### config.mk
export PLATFORM = sky130hd
export DESIGN_NAME = layer_sequencer
export DESIGN_NICKNAME = d
export VERILOG_FILES = /design/src/rtl/layer_seq_pkg.sv /design/src/rtl/stream_mux_n.sv /design/src/rtl/layer_sequencer.sv
export SDC_FILE = /design/constraint.sdc
export NUM_CORES = 1
export LEC_CHECK = 0
export CAP_MARGIN = 20
export CORE_AREA = 5 5 110 112
export DETAILED_ROUTE_END_ITERATION = 12
export DIE_AREA = 0 0 115 117
export PLACE_DENSITY = 0.84
export SYNTH_ARGS = -nofsm -noshare
export SYNTH_HDL_FRONTEND = slang
export SYNTH_SLANG_ARGS = --single-unit
### constraint.sdc
create_clock -name S_AXIS_ACLK -period 4.5 [get_ports S_AXIS_ACLK]
set_clock_uncertainty 0.2 [all_clocks]
set_input_delay 0.9 -clock S_AXIS_ACLK [delete_from_list [all_inputs] [get_ports S_AXIS_ACLK]]
set_output_delay 0.9 -clock S_AXIS_ACLK [all_outputs]
set_load 0.01 [all_outputs]
### src/rtl/layer_seq_pkg.sv
// Shared definitions for layer_sequencer: engine opcodes, FSM states
// and header field positions.
package layer_seq_pkg;

    localparam logic [2:0] OP_CONV2D  = 3'd1;
    localparam logic [2:0] OP_CHADD   = 3'd2;
    localparam logic [2:0] OP_MAXPOOL = 3'd3;
    localparam logic [2:0] OP_RELU    = 3'd4;

    localparam int HDR_OP_LSB = 0;
    localparam int HDR_OP_W   = 3;

    typedef enum logic [1:0] {
        ST_IDLE,
        ST_CLEAR,
        ST_STREAM,
        ST_DISCARD
    } state_e;

endpackage

### src/rtl/stream_mux_n.sv
// Return-path mux: selects one engine result stream onto the master port
// and steers the master ready back to that engine only.
module stream_mux_n #(
    parameter int NUM_ENG = 4,
    parameter int DATA_W  = 32,
    parameter int SEL_W   = 2
) (
    input  logic [SEL_W-1:0]          sel,
    input  logic                      en,
    input  logic [NUM_ENG*DATA_W-1:0] ret_tdata,
    input  logic [NUM_ENG*2-1:0]      ret_tkeep,
    input  logic [NUM_ENG-1:0]        ret_tlast,
    input  logic [NUM_ENG-1:0]        ret_tvalid,
    output logic [NUM_ENG-1:0]        ret_tready,
    output logic [DATA_W-1:0]         m_tdata,
    output logic [1:0]                m_tkeep,
    output logic                      m_tlast,
    output logic                      m_tvalid,
    input  logic                      m_tready
);

    always_comb begin
        m_tdata    = '0;
        m_tkeep    = '0;
        m_tlast    = 1'b0;
        m_tvalid   = 1'b0;
        ret_tready = '0;
        for (int i = 0; i < NUM_ENG; i++) begin
            if (sel == SEL_W'(i)) begin
                m_tdata       = ret_tdata[i*DATA_W +: DATA_W];
                m_tkeep       = ret_tkeep[i*2 +: 2];
                m_tlast       = ret_tlast[i];
                m_tvalid      = ret_tvalid[i] & en;
                ret_tready[i] = m_tready & en;
            end
        end
    end

endmodule

### src/rtl/layer_sequencer.sv
// Header-driven front end for the layer engines. Define
// LAYER_SEQ_TIMEOUT_EN to add the stalled-stream watchdog.
module layer_sequencer
    import layer_seq_pkg::*;
#(
    parameter int NUM_ENG = 4,
    parameter int DATA_W  = 32,
    parameter int CNT_W   = 16
) (
    input  logic                      S_AXIS_ACLK,
    input  logic                      S_AXIS_ARESETN,
    input  logic [DATA_W-1:0]         S_AXIS_TDATA,
    input  logic [1:0]                S_AXIS_TKEEP,
    input  logic                      S_AXIS_TLAST,
    input  logic                      S_AXIS_TVALID,
    output logic                      S_AXIS_TREADY,
    output logic [DATA_W-1:0]         M_AXIS_TDATA,
    output logic [1:0]                M_AXIS_TKEEP,
    output logic                      M_AXIS_TLAST,
    output logic                      M_AXIS_TVALID,
    input  logic                      M_AXIS_TREADY,
    output logic [DATA_W-1:0]         eng_tdata,
    output logic [1:0]                eng_tkeep,
    output logic                      eng_tlast,
    output logic [NUM_ENG-1:0]        eng_tvalid,
    input  logic [NUM_ENG-1:0]        eng_tready,
    input  logic [NUM_ENG*DATA_W-1:0] ret_tdata,
    input  logic [NUM_ENG*2-1:0]      ret_tkeep,
    input  logic [NUM_ENG-1:0]        ret_tlast,
    input  logic [NUM_ENG-1:0]        ret_tvalid,
    output logic [NUM_ENG-1:0]        ret_tready,
    output logic [NUM_ENG-1:0]        eng_resetn,
    output logic                      busy,
    output logic [2:0]                cur_op,
    output logic [CNT_W-1:0]          out_beats,
    output logic                      err_bad_op,
    output logic                      err_timeout
);

    localparam int SEL_W = (NUM_ENG > 1) ? $clog2(NUM_ENG) : 1;
    localparam logic [HDR_OP_W-1:0] OP_MAX = HDR_OP_W'(NUM_ENG);

    state_e              state_q, state_d;
    logic [SEL_W-1:0]    sel_q, sel_d;
    logic [HDR_OP_W-1:0] op_q, op_d;
    logic                in_done_q, in_done_d;
    logic                out_done_q, out_done_d;
    logic [CNT_W-1:0]    cnt_q, cnt_d;
    logic [CNT_W-1:0]    out_beats_q, out_beats_d;
    logic                err_bad_op_q, err_bad_op_d;
    logic                run_q;

    logic [NUM_ENG-1:0]  sel_oh;
    logic [HDR_OP_W-1:0] hdr_op;
    logic                op_ok, s_rdy, s_fire, m_fire, ret_en;

`ifdef LAYER_SEQ_TIMEOUT_EN
    logic [CNT_W-1:0]    wd_q, wd_d;
    logic                err_timeout_q, err_timeout_d;
`endif

    assign sel_oh = NUM_ENG'(1) << sel_q;
    assign hdr_op = S_AXIS_TDATA[HDR_OP_LSB +: HDR_OP_W];
    assign op_ok  = (hdr_op >= OP_CONV2D) && (hdr_op <= OP_MAX);
    assign ret_en = (state_q == ST_STREAM) && !out_done_q;

    assign eng_tdata = S_AXIS_TDATA;
    assign eng_tkeep = S_AXIS_TKEEP;
    assign eng_tlast = S_AXIS_TLAST;

    stream_mux_n #(
        .NUM_ENG (NUM_ENG),
        .DATA_W  (DATA_W),
        .SEL_W   (SEL_W)
    ) u_ret_mux (
        .sel        (sel_q),
        .en         (ret_en),
        .ret_tdata  (ret_tdata),
        .ret_tkeep  (ret_tkeep),
        .ret_tlast  (ret_tlast),
        .ret_tvalid (ret_tvalid),
        .ret_tready (ret_tready),
        .m_tdata    (M_AXIS_TDATA),
        .m_tkeep    (M_AXIS_TKEEP),
        .m_tlast    (M_AXIS_TLAST),
        .m_tvalid   (M_AXIS_TVALID),
        .m_tready   (M_AXIS_TREADY)
    );

    // run_q keeps IDLE from advertising ready while reset is asserted
    always_comb begin
        s_rdy = 1'b0;
        unique case (state_q)
            ST_IDLE:    s_rdy = run_q;
            ST_STREAM:  s_rdy = |(eng_tready & sel_oh) & ~in_done_q;
            ST_DISCARD: s_rdy = 1'b1;
            default:    s_rdy = 1'b0;
        endcase
    end

    assign S_AXIS_TREADY = s_rdy;
    assign s_fire        = S_AXIS_TVALID & s_rdy;
    assign m_fire        = M_AXIS_TVALID & M_AXIS_TREADY;

    always_comb begin
        state_d      = state_q;
        sel_d        = sel_q;
        op_d         = op_q;
        in_done_d    = in_done_q;
        out_done_d   = out_done_q;
        cnt_d        = cnt_q;
        out_beats_d  = out_beats_q;
        err_bad_op_d = 1'b0;
        eng_tvalid   = '0;
        eng_resetn   = '0;
`ifdef LAYER_SEQ_TIMEOUT_EN
        wd_d          = wd_q;
        err_timeout_d = 1'b0;
`endif
        unique case (state_q)
            ST_IDLE: begin
                if (s_fire) begin
                    if (S_AXIS_TLAST) begin
                        err_bad_op_d = 1'b1;
                    end else if (op_ok) begin
                        sel_d   = SEL_W'(hdr_op - OP_CONV2D);
                        op_d    = hdr_op;
                        state_d = ST_CLEAR;
                    end else begin
                        err_bad_op_d = 1'b1;
                        state_d      = ST_DISCARD;
                    end
                end
            end
            ST_CLEAR: begin
                in_done_d  = 1'b0;
                out_done_d = 1'b0;
                cnt_d      = '0;
                state_d    = ST_STREAM;
`ifdef LAYER_SEQ_TIMEOUT_EN
                wd_d       = '0;
`endif
            end
            ST_STREAM: begin
                eng_resetn = sel_oh;
                if (S_AXIS_TVALID && !in_done_q) begin
                    eng_tvalid = sel_oh;
                end
                if (s_fire && S_AXIS_TLAST) begin
                    in_done_d = 1'b1;
                end
                if (m_fire) begin
                    if (cnt_q != '1) begin
                        cnt_d = cnt_q + 1'b1;
                    end
                    if (M_AXIS_TLAST) begin
                        out_done_d  = 1'b1;
                        out_beats_d = cnt_d;
                    end
                end
                if (in_done_d && out_done_d) begin
                    state_d = ST_IDLE;
                    op_d    = '0;
                end
`ifdef LAYER_SEQ_TIMEOUT_EN
                if (s_fire || m_fire) begin
                    wd_d = '0;
                end else begin
                    wd_d = wd_q + 1'b1;
                    if (wd_d == '1) begin
                        err_timeout_d = 1'b1;
                        op_d          = '0;
                        state_d       = in_done_d ? ST_IDLE : ST_DISCARD;
                    end
                end
`endif
            end
            ST_DISCARD: begin
                if (s_fire && S_AXIS_TLAST) begin
                    state_d = ST_IDLE;
                end
            end
            default: state_d = ST_IDLE;
        endcase
    end

    always_ff @(posedge S_AXIS_ACLK or negedge S_AXIS_ARESETN) begin
        if (!S_AXIS_ARESETN) begin
            state_q      <= ST_IDLE;
            sel_q        <= '0;
            op_q         <= '0;
            in_done_q    <= 1'b0;
            out_done_q   <= 1'b0;
            cnt_q        <= '0;
            out_beats_q  <= '0;
            err_bad_op_q <= 1'b0;
            run_q        <= 1'b0;
        end else begin
            state_q      <= state_d;
            sel_q        <= sel_d;
            op_q         <= op_d;
            in_done_q    <= in_done_d;
            out_done_q   <= out_done_d;
            cnt_q        <= cnt_d;
            out_beats_q  <= out_beats_d;
            err_bad_op_q <= err_bad_op_d;
            run_q        <= 1'b1;
        end
    end

`ifdef LAYER_SEQ_TIMEOUT_EN
    always_ff @(posedge S_AXIS_ACLK or negedge S_AXIS_ARESETN) begin
        if (!S_AXIS_ARESETN) begin
            wd_q          <= '0;
            err_timeout_q <= 1'b0;
        end else begin
            wd_q          <= wd_d;
            err_timeout_q <= err_timeout_d;
        end
    end

    assign err_timeout = err_timeout_q;
`else
    assign err_timeout = 1'b0;
`endif

    assign busy       = (state_q != ST_IDLE);
    assign cur_op     = op_q;
    assign out_beats  = out_beats_q;
    assign err_bad_op = err_bad_op_q;

endmodule

After elaboration in Yosys (flattened, before gate mapping)
Index checks and enable logic that the tools add are counted.
- add/subtract/negate cells: 2
- order comparisons: 2
- eq/ne operators: 13
- shift-type cells: 1
- mux-type cells: 49
- bitwise logic cells: 11
- reduce and logical (&&, ||, !) cells: 18
- operator list (cell ; count):
    32-bit two-way mux ; 4
    16-bit two-way mux ; 2
    16-bit case mux with 2 select lines ; 1
    1-bit two-way mux ; 21
    2-bit two-way mux ; 9
    16-bit by 1-bit adder with 16-bit output, second input constant ; 1
    16-bit != test, second input constant ; 1
    3-bit two-way mux ; 4
    4-bit two-way mux ; 3
    2-bit != test, second input constant ; 5
    1-bit AND ; 8
    2-bit == test, second input constant ; 4
    2-bit case mux with 4 select lines ; 1
    4-bit AND reduction ; 2
    3-bit case mux with 2 select lines ; 1
    2-bit nonzero test ; 3
    1-bit logical AND ; 5
    5-bit AND reduction ; 1
    4-bit AND ; 1
    2-bit by 1-bit == test with 1-bit output, second input constant ; 2
    2-bit zero test ; 2
    1-bit case mux with 2 select lines ; 2
    4-bit OR reduction ; 1
    1-bit by 2-bit left shift with 4-bit output, first input constant ; 1
    other kinds (9) ; 11
- bits in registers: 43
- logic and storage cells: 105

Longest topological paths before layout
Gate-level depths: netlist of run 1.
- depth in word-level cells: 13
- depth in mapped cells: 8
- depth with buffers taken out: 7

By module
From an unflattened synthesis of run 1, not the netlist that was laid out.
- cell total of the unflattened synthesis: 358
- area total of the unflattened synthesis: 3702.3 um2
- modules (own cells, without submodules) (module ; instances ; cells an instance ; area an instance (um2)):
    layer_sequencer ; 1 ; 308 ; 2805.2
    stream_mux_n ; 1 ; 50 ; 897.1

Worst setup path before layout of run 1
Ideal clock, no wire load.
- path type: input-to-output
- start point: in ret_tvalid[3]
- end point: out M_AXIS_TVALID
- arrival: 1.550 ns
- required time: 3.400 ns
- path slack: 1.850 ns
- stages on the path: 2
- buffers on the path: 0
- cells stage by stage: mux4_2 > and2_1
- cells in the longest elaborated chain, start to end: 2
- ends and longest elaborated chain (element ; line ; RTL):
    start: declaration ; layer_sequencer.sv:30 ; input logic [NUM_ENG-1:0] ret_tvalid,
    1-bit AND ; stream_mux_n.sv:33 ; m_tvalid = ret_tvalid[i] & en;
    1-bit two-way mux ; stream_mux_n.sv:29 ; if (sel == SEL_W'(i)) begin
    end: declaration ; layer_sequencer.sv:20 ; output logic M_AXIS_TVALID,
Every way passes these cells.

Final worst setup path of run 1
- start point: reg state_q[0]
- end point: out S_AXIS_TREADY
- cells in the longest elaborated chain, start to end: 2
- ends and longest elaborated chain (element ; line ; RTL):
    start: declaration ; layer_sequencer.sv:43 ; state_e state_q, state_d;
    start signal: assignment ; layer_sequencer.sv:199 ; state_q <= state_d;
    2-bit == test / 2-bit zero test (equally long branches) ; layer_sequencer.sv:93 ; unique case (state_q)
    1-bit case mux with 3 select lines * ; layer_sequencer.sv:93 ;
    end: declaration ; layer_sequencer.sv:16 ; output logic S_AXIS_TREADY,
Every way passes the cells marked *; elsewhere a longest branch is shown, timed or not.

==> results of run 1 <==
## routing by layer
metal / track usage (%) / vias up
met5: 5.185 / -
met4: 6.416 / 2
met3: 11.21 / 32
met2: 37.92 / 191
met1: 26.58 / 1889
li1: - / 1686
## state kept, by name, summed over array words and instances (netlist names), 2 cells and up
name / count
cnt_q: 16
cur_op: 3
state_q: 2
sel_q: 2
out_beats: 16
## metrics by stage
step | util (%) | setup WS, ns | total power, W
6_report | 54.28 | 0.6088 | 0.002693
3_5_place_dp | 52.78 | 0.8983 | 0.002341
5_1_grt | 54.28 | 0.4684 | 0.002862
2_1_floorplan | - | 1.850 | 0.001535
3_3_place_gp | 52.78 | 0.9287 | 0.002305
4_1_cts | 54.10 | 0.6214 | 0.002716
## power by group through the flow
stage	clock, W	sequential (W)	combinational (W)
floorplan	0	0.000517	0.00102
global placement	0	0.000597	0.00171
detailed placement	0	0.000604	0.00174
CTS	0.000378	0.000597	0.00174
global route	0.000401	0.000615	0.00185
finish	0.000370	0.000594	0.00173
## worst max path at each step
stage	startpoint	endpoint	slack (ns)	depth (start not counted)
floorplan	ret_tvalid[3]	M_AXIS_TVALID	1.85	2
global placement	ret_tvalid[3]	M_AXIS_TVALID	0.93	4
detailed placement	ret_tvalid[3]	M_AXIS_TVALID	0.90	4
CTS	state_q[0]$_DFFE_PN0P_	S_AXIS_TREADY	0.62	6
global route	state_q[0]$_DFFE_PN0P_	S_AXIS_TREADY	0.47	6
finish	state_q[0]$_DFFE_PN0P_	S_AXIS_TREADY	0.61	6
## kinds of logic after synthesis
| logic type | count (synthesis) | synth area share [%] |
|---|---|---|
| compound gates | 71 | 12.61 |
| xor+xnor | 9 | 2.108 |
| fa+ha+maj | 8 | 2.677 |
| buf+inv | 68 | 11.24 |
| flops | 43 | 28.77 |
| mux | 53 | 26.53 |
| other cells | 2 | 0.2008 |
| simple gates | 109 | 15.86 |
## critical path: stages, from the launching register on
cell	delay [ns]
dfrtp_1	0.41
inv_1	0.13
ha_1	0.55
or3b_4	0.46
o221ai_2	0.18
nor2b_1	0.22
clkdlybuf4s50_1	0.56
## layout by cell type, fill, tap and decap left out, types with 3 or more instances in the layout
cell,n
a21o_1,3
a21oi_1,14
a311oi_1,6
a31oi_1,8
and3_1,5
and4_1,3
buf_4,4
clkbuf_16,5
clkdlybuf4s50_1,228
dfrtp_1,41
ha_1,8
inv_1,9
mux2_1,3
mux2i_1,11
mux4_2,36
nand2_1,33
nand2b_1,9
nand3_1,8
nor2_1,18
nor2b_1,7
nor3_1,7
nor4_1,5
o21ai_0,18
xnor2_1,7
## layout make-up
| cell class | count | area, um2 | area share [%] |
|---|---|---|---|
| multi-input cells | 252 | 2243 | 37.15 |
| well taps | 143 | 178.9 | 2.963 |
| clock buffers | 6 | 138.9 | 2.300 |
| clock inverters | 1 | 8.758 | 0.1450 |
| flip-flops and latches | 43 | 1079 | 17.86 |
| repair buffers | 235 | 2357 | 39.03 |
| inverters | 9 | 33.78 | 0.5594 |
==> reports/qor.yml, run 1 <==
run_status: "complete, no violations"
finalSetupViolCount: 0
grt_pass1_wl_mm: 23.16
htreeDepth: 2
viasPerCell: 5.515
synth_common_cells: "dfrtp_1, buf_4, mux4_2, nand2_1"
r2r_cells: 7
synth.cell_area_mm2: 0.003740
areaGrowthSynthToFinish_pct: 61.49
final.fill_count: 968
holdWs_ns: 0.2789
yosysWarnings: 0
maxCapViolCount: 0
fin_crit_sh_pct: 86.47
pwr-share-comb_pct: 64.2
io_pins: 293
die_x_um: 115
wire_per_inst_um: 23.62
postLayoutCellArea_mm2: 0.006040
clkSinkCount: 43
r2r_end: "cur_op[2]$_DFFE_PN0P_"
syn_inst: 363
critPathCaptureType: "output pin"
synth-seq-area-share_pct: 28.77
yosysTopAreaCellShare_pct: 28.77
grt_max_degree: 44
antenna_left: 0
post_cts_buffers: 0
path_clk_slew_ns: 0.06
slew_headroom_pct: 45.67
synth_most_common_cell: "dfrtp_1"
ff2ff_setup_slack_ns: 1.53
die_area_mm2: 0.01346
clkPwrFrac_pct: 13.7
place_congestion: 0.9135
worstMarginPinSlew_ns: 0.8044
yosysTopAreaCell: "dfrtp_1"
drtPass1Iterations: 4
placed_cell_area_mm2: 0.005872
grt_pass1_vias: 3968
min_path_type: "reg -> reg"
start_util_pct: 33.61
hp-start: "out_beats[5]$_DFFE_PN0P_"
swShare_pct: 37.97
core_area_mm2: 0.01113
rr_startpoint: "state_q[0]$_DFFE_PN0P_"
p_int_w: 0.001671
wl_met2_mm: 7.856
top_layer_used: "met5"
drt-met1-wl_mm: 5.818
p_seq_share_pct: 22.1
synth_area_leaders: "dfrtp_1, mux4_2, buf_4"
drive_gt1_share_pct: 11.90
finalHoldViolations: 0
switching_power_w: 0.001023
synth_nets: 558
overflow: 0
synthDistinctLibCells: 58
holdBufCountCts: 0
synth_edf_count: 0
grt_use_total_pct: 23.09
p_leak_nw: 2.307
cts_tree: "built"
ys_ff_latch: 43
cts_resized: 0
slew_viol_final: 0
portBuffers: 229
met3WireLength_mm: 2.097
cts-root-buf: "clkbuf_16"
rsz0062_at_grt: "no"
cts_buffer_depth: 2
placementRows: 39
path_max_fanout: 17
finalNetCount: 741
stdcell_count: 689
crit_required_ns: 3.40
hold_depth: 2
antenna_cells: 0
crit_arrival_ns: 2.79
holdPathEnd: "out_beats[5]$_DFFE_PN0P_"
ir_drop_v: 0.0003101
routed_wl_mm: 16.27
dp_cells: 681
async_flop_share_pct: 100.0
clock.fmax_ghz: 0.2570
final.setup.tns_ns: 0
dp_hpwl_mm: 13.93
drt_iter0_drc: 271
crit_path_start_kind: "flop"
synth_top_flop_cell: "dfrtp_1"
antenna_found_initial: 0
die_h_um: 117
via_count: 3800
clk_latency_ns: 0.29
worstSetupPathType: "reg -> out"
syn_avg_cell_area_um2: 10.30
cts-buffers-inserted: 5
period_minus_slack_ns: 3.891
drc: 0
powerDensity_mw_per_mm2: 445.9
(Power assumes the default switching activity.)
==> run 2: changes to the inputs <==
Settings changed: CORE_AREA 5 5 110 112 to not set, CORE_ASPECT_RATIO set to 1.4, CORE_MARGIN set to 8, CORE_UTILIZATION set to 37, DIE_AREA 0 0 115 117 to not set, PLACE_DENSITY 0.84 to 0.89.
==> reports/qor.yml, run 2 (same netlist as run 1, synthesis figures left out) <==
slew_viol_final: 0  # unchanged
antenna_found_initial: 0  # unchanged
ir_drop_v: 0.0002323  # was 0.0003101 V
crit_path_start_kind: "flop"  # unchanged
run_status: "complete, no violations"  # unchanged
cts-root-buf: "clkbuf_16"  # unchanged
final.fill_count: 836  # was 968
powerDensity_mw_per_mm2: 458.8  # was 445.9 mW/mm2
final_common_cell: "clkdlybuf4s50_1"  # unchanged
finalHoldViolations: 0  # unchanged
via_count: 3861  # was 3,800
viasPerCell: 5.661  # was 5.515
dp_cells: 674  # was 681
drc: 0  # unchanged
clk_latency_ns: 0.29  # about the same
routed_wl_mm: 16.25  # was 16.27 mm
drtPass1Iterations: 5  # was 4
cts_tree: "built"  # unchanged
die_x_um: 101.0  # was 115 um
r2r_cells: 7  # unchanged
final_cell_mix: "clkdlybuf4s50_1, dfrtp_1, mux4_2"  # unchanged
core_area_mm2: 0.009899  # was 0.01113 mm2
wire_per_inst_um: 23.82  # was 23.62 um
stdcell_count: 682  # was 689
holdWs_ns: 0.2620  # was 0.2789 ns
drive_gt1_share_pct: 12.07  # was 11.90%
worstSetupPathType: "reg -> out"  # unchanged
final.setup.tns_ns: 0  # unchanged
dp_hpwl_mm: 13.91  # was 13.93 mm
met3WireLength_mm: 1.908  # was 2.097 mm
grt_pass1_vias: 4207  # was 3,968
antenna_cells: 0  # unchanged
portBuffers: 229  # unchanged
rsz0062_at_grt: "no"  # unchanged
drt_iter0_drc: 177  # was 271
io_pins: 293  # unchanged
critPathCaptureType: "output pin"  # unchanged
antenna_left: 0  # unchanged
overflow: 0  # unchanged
cts_buffer_depth: 2  # unchanged
cts-buffers-inserted: 5  # unchanged
placementRows: 43  # was 39
holdBufCountCts: 0  # unchanged
wl_met2_mm: 7.977  # was 7.856 mm
fin_crit_sh_pct: 86.35  # was 86.47%
crit_required_ns: 3.40  # about the same
start_util_pct: 37.78  # was 33.61%
htreeDepth: 2  # unchanged
path_clk_slew_ns: 0.07  # was 0.06 ns
die_area_mm2: 0.01363  # was 0.01346 mm2
finalSetupViolCount: 0  # unchanged
clkSinkCount: 43  # unchanged
grt_pass1_wl_mm: 24.09  # was 23.16 mm
post_cts_buffers: 0  # unchanged
crit_arrival_ns: 2.79  # about the same
slew_headroom_pct: 48.65  # was 45.67%
drt-met1-wl_mm: 5.808  # was 5.818 mm
ff2ff_setup_slack_ns: 1.55  # was 1.53 ns
place_congestion: 0.9177  # was 0.9135
die_h_um: 135.0  # was 117 um
power_w: 0.002771  # was 0.002693 W
clock.fmax_ghz: 0.2574  # was 0.2570 GHz
grt_use_total_pct: 23.45  # was 23.09%
worstMarginPinSlew_ns: 0.7702  # was 0.8044 ns
cts_resized: 0  # unchanged
maxCapViolCount: 0  # unchanged
finalNetCount: 742  # was 741
path_max_fanout: 17  # unchanged
grt_max_degree: 44  # unchanged
finish.utilization_pct: 61.01  # was 54.28%
r2r_end: "cur_op[1]$_DFFE_PN0P_"  # was cur_op[2]$_DFFE_PN0P_
period_minus_slack_ns: 3.886  # was 3.891 ns
rr_startpoint: "state_q[0]$_DFFE_PN0P_"  # unchanged
areaGrowthSynthToFinish_pct: 61.49  # unchanged
cp-startpoint: "state_q[0]$_DFFE_PN0P_"  # unchanged
min_path_type: "in -> async"  # was reg -> reg
p_leak_nw: 2.311  # was 2.307 nW
top_layer_used: "met4"  # was met5
[run 2: cell types whose count changed in the layout (fill, tap and decap cells not counted), sizes merged]
cell      previous run  this run
buf                  7         8
bufinv               0         1
clkbuf               6         5
clkinvlp             0         1
inv                 10         9
[run 2: how the worst max path moves through the flow]
stage               endpoint  slack, ns  cells after the start
4_1_cts        S_AXIS_TREADY       0.61                      6
3_3_place_gp   M_AXIS_TVALID       0.88                      4
2_1_floorplan  M_AXIS_TVALID       1.85                      2
6_report       S_AXIS_TREADY       0.61                      6
3_5_place_dp   ret_tready[1]       0.85                      4
5_1_grt        S_AXIS_TREADY       0.44                      6
[run 2: per-stage QoR]
| stage | setup WS (ns) | instance area (um2) |
|---|---|---|
| after floorplan | 1.850 | 3740 |
| after global placement | 0.8752 | 5857 |
| after detailed placement | 0.8466 | 5857 |
| after CTS | 0.6116 | 6020 |
| after global routing | 0.4368 | 6040 |
| final | 0.6145 | 6040 |
[run 2: routing by layer]
metal  track usage [%]  vias to the layer above
met5                 0                        -
met4             8.645                        0
met3             7.779                       44
met2             39.48                      286
met1             26.81                     1840
li1                  -                     1691
[run 2: critical path, stage by stage, from the launching register on]
cell and delay [ns]:
dfrtp_1 0.41, inv_1 0.12, ha_1 0.55, or3b_4 0.46
o221ai_2 0.17, nor2b_1 0.22, clkdlybuf4s50_1 0.58
[run 2: area by class of cell]
type / instances / area (um2) / area share [%]
clock inverter: 2 / 37.54 / 0.6215
clock buffer: 5 / 125.1 / 2.072
tap: 135 / 168.9 / 2.797
timing repair buffer: 236 / 2352 / 38.95
inverter: 9 / 33.78 / 0.5594
sequential: 43 / 1079 / 17.86
multi-input combinational: 252 / 2243 / 37.15
[run 2: power by group]
part           internal, W  switching, W  leakage, nW
combinational     0.000993      0.000758         1.66
clock             0.000259      0.000152       0.0759
sequential        0.000454      0.000155        0.579
==> RTL change, RTL diff (flow settings as in run 2) <==
Remove the register `err_bad_op_q`: a continuous assignment takes its place, so the output `err_bad_op` follows one clock earlier.
--- a/src/rtl/layer_sequencer.sv
+++ b/src/rtl/layer_sequencer.sv
@@ -193,7 +193,6 @@
             out_done_q   <= 1'b0;
             cnt_q        <= '0;
             out_beats_q  <= '0;
-            err_bad_op_q <= 1'b0;
             run_q        <= 1'b0;
         end else begin
             state_q      <= state_d;
@@ -203,10 +202,11 @@
             out_done_q   <= out_done_d;
             cnt_q        <= cnt_d;
             out_beats_q  <= out_beats_d;
-            err_bad_op_q <= err_bad_op_d;
             run_q        <= 1'b1;
         end
     end
+
+    assign err_bad_op_q = err_bad_op_d;
 
 `ifdef LAYER_SEQ_TIMEOUT_EN
     always_ff @(posedge S_AXIS_ACLK or negedge S_AXIS_ARESETN) begin
Function: changed (a bounded check fails within 4 cycles, from zero or initial values and one cycle with S_AXIS_ARESETN low).
==> RTL change against run 2 <==
  * Count of clock-buffer cells in the layout unchanged
  * Area after synthesis down 3.9%
  * Global-route usage up 1.7 points
  * Critical path depth up 1
  * Wire length up 2.3%
  * Sequential cell count down 1
  * Total power up 4.3%
  * Maximum frequency down 6.2%
  * Final area down 2.7%
  * Worst setup slack worse by 0.26 ns
  * Sequential share of layout area up 0.076 points
  * Synthesized cell count down 0.55%
  * Via count down 2.8%
  * Critical path type is now input pin to primary output
  * Critical endpoint is now err_bad_op
  * Highest routed layer is now met5
==> RTL change: results (changes against run 2) <==
stage,metric,value,unit,change
finish,drive_gt1_share,10.70,%,-1.4 points
setup_path,r2r_cells,4,,-3
sta,worstMarginPinSlew,0.9599,ns,+0.1897 ns
setup_path,cp.arrival,3.04,ns,+0.25 ns
setup_path,cpLargestDelayFamily,buffers and inverters,,
finish,antenna_cells,0,,unchanged
setup_path,r2r_slack,1.33,ns,-0.22 ns
setup_path,worst_path_largest_cell_delay,0.62,ns,+0.04 ns
place,hpwl,13.89,mm,-0.11%
status,status,completed,,
synth,yosysWarnings,0,,unchanged
cts,clkTransAtPathRegs,0.06,ns,
power_and_ir_drop,leakagePower,2.356,nW,+1.9%
grt,grt_pass1_wl,24.96,mm,+3.6%
grt,antenna_found_initial,3,,+3
synth,synth-seq-area-share,29.26,%,+0.49 points
grt,grtUsageTotal,25.18,%,+1.7 points
power_and_ir_drop,peakVddDrop,0.0004378,V,+88%
finish,instances_no_fill,652,,-4.4%
min_path,hold_path.class,register to register,,
routing,drt_iter0_markers,160,,-9.6%
synth,async_flop_share,100.0,%,unchanged
routing,routedWlPerCell,25.50,um,+7.0%
min_path,hold_start,out_beats[14],,
setup_path,rr_startpoint,sel_q[0],,
place,dp.cells,644,,-4.5%
routing,viasPerCell,5.758,,+1.7%
synth,syn-num-nets,556,,-0.36%
place,placed_cell_area,5680,um2,-3.0%
synth,ys.flop_type,dfrtp_1,,
synth,synth_top_cells_by_count,"dfrtp_1, nand2_1, buf_4, mux4_2, o21ai_0",,
setup_path,crit_slowest_cell,clkdlybuf4s50_1,,
grt,grt_pass1_vias,4212,,+0.12%
grt,grt_max_degree,43,,-2.3%
finish,fin_nets,736,,-0.81%
flow_run,max-cap-violations,0,,unchanged
min_path,whs_endpoint,out_beats[14],,
synth,synth_cell_types,48,,-17%
finish,num-fill-cells,746,,-11%
synth,syn_area_per_cell,9.951,um2,-3.4%
setup_path,r2r_end,out_beats[3],,
setup_path,cp_max_fo,4,,-13
place,gp_congestion,0.9656,,+5.2%
sta,whs,0.2834,ns,+0.02137 ns
cts,clk_latency,0.29,ns,about the same
synth,synth_area_leaders,"dfrtp_1, mux4_2, buf_4",,
routing,first_pass_iters,5,,unchanged
[RTL change: cell count changes in the layout (fill, tap and decap cells not counted), moves of 5 or more]
| cell | change |
|---|---|
| o21ai_0 | +9 |
| nand2_1 | +8 |
| mux2i_1 | -6 |
| and3_1 | +7 |
| nand2b_1 | -8 |
| a311oi_1 | -6 |
| a22o_1 | +5 |
[RTL change: worst max path at each step]
| stage | from | endpoint |
|---|---|---|
| 4_1_cts | S_AXIS_TDATA[1] | err_bad_op |
| 3_3_place_gp | S_AXIS_TDATA[1] | err_bad_op |
| 6_report | S_AXIS_TDATA[1] | err_bad_op |
| 2_1_floorplan | S_AXIS_TDATA[1] | err_bad_op |
| 5_1_grt | S_AXIS_TDATA[1] | err_bad_op |
| 3_5_place_dp | S_AXIS_TDATA[1] | err_bad_op |
[RTL change: cell families after synthesis]
group                    Yosys count  share of synthesized area, %
AO/OA/AOI/OAI                     74                         12.78
XOR/XNOR                           9                         2.194
adder cells (fa/ha/maj)            8                         2.787
buffers and inverters             68                         11.35
flip-flops                        42                         29.26
multiplexers                      45                         25.74
other                              2                        0.2091
AND/OR/NAND/NOR                  113                         15.67
[RTL change: worst min-delay path, cell delays in order, from the launching register on]
cell,delay [ns]
dfrtp_1,0.34
nand2_1,0.05
o21ai_0,0.06
[RTL change: through the flow]
stage	worst slack [ns]	util, %	power (W)
after global routing	0.1020	62.10	0.003053
final	0.3563	62.10	0.002890
after floorplan	1.356	-	0.001516
after detailed placement	0.3999	60.05	0.002404
after global placement	0.3814	60.05	0.002381
after CTS	0.3560	62.10	0.002901
[RTL change: power breakdown]
part | leakage (nW) | internal [W] | switching, W
registers | 0.562 | 0.000450 | 0.000147
clock network | 0.0940 | 0.000319 | 0.000158
logic | 1.70 | 0.000995 | 0.000822
total | 2.36 | 0.00176 | 0.00113
[RTL change: per-layer routing]
metal  track usage, %  wire length [um]
met1            26.10              5910
met4            9.291               550
met5                0                37
met2            41.22              7800
met3            14.33              2326
[RTL change: layout make-up]
| type | instances | area [um2] | share of cell area (%) |
|---|---|---|---|
| sequential | 42 | 1054 | 17.93 |
| multi-input combinational | 251 | 2133 | 36.32 |
| timing repair buffer | 232 | 2322 | 39.53 |
| clock buffer | 5 | 125.1 | 2.130 |
| clock inverter | 3 | 68.82 | 1.171 |
| tap | 110 | 137.6 | 2.343 |
| inverter | 9 | 33.78 | 0.5751 |
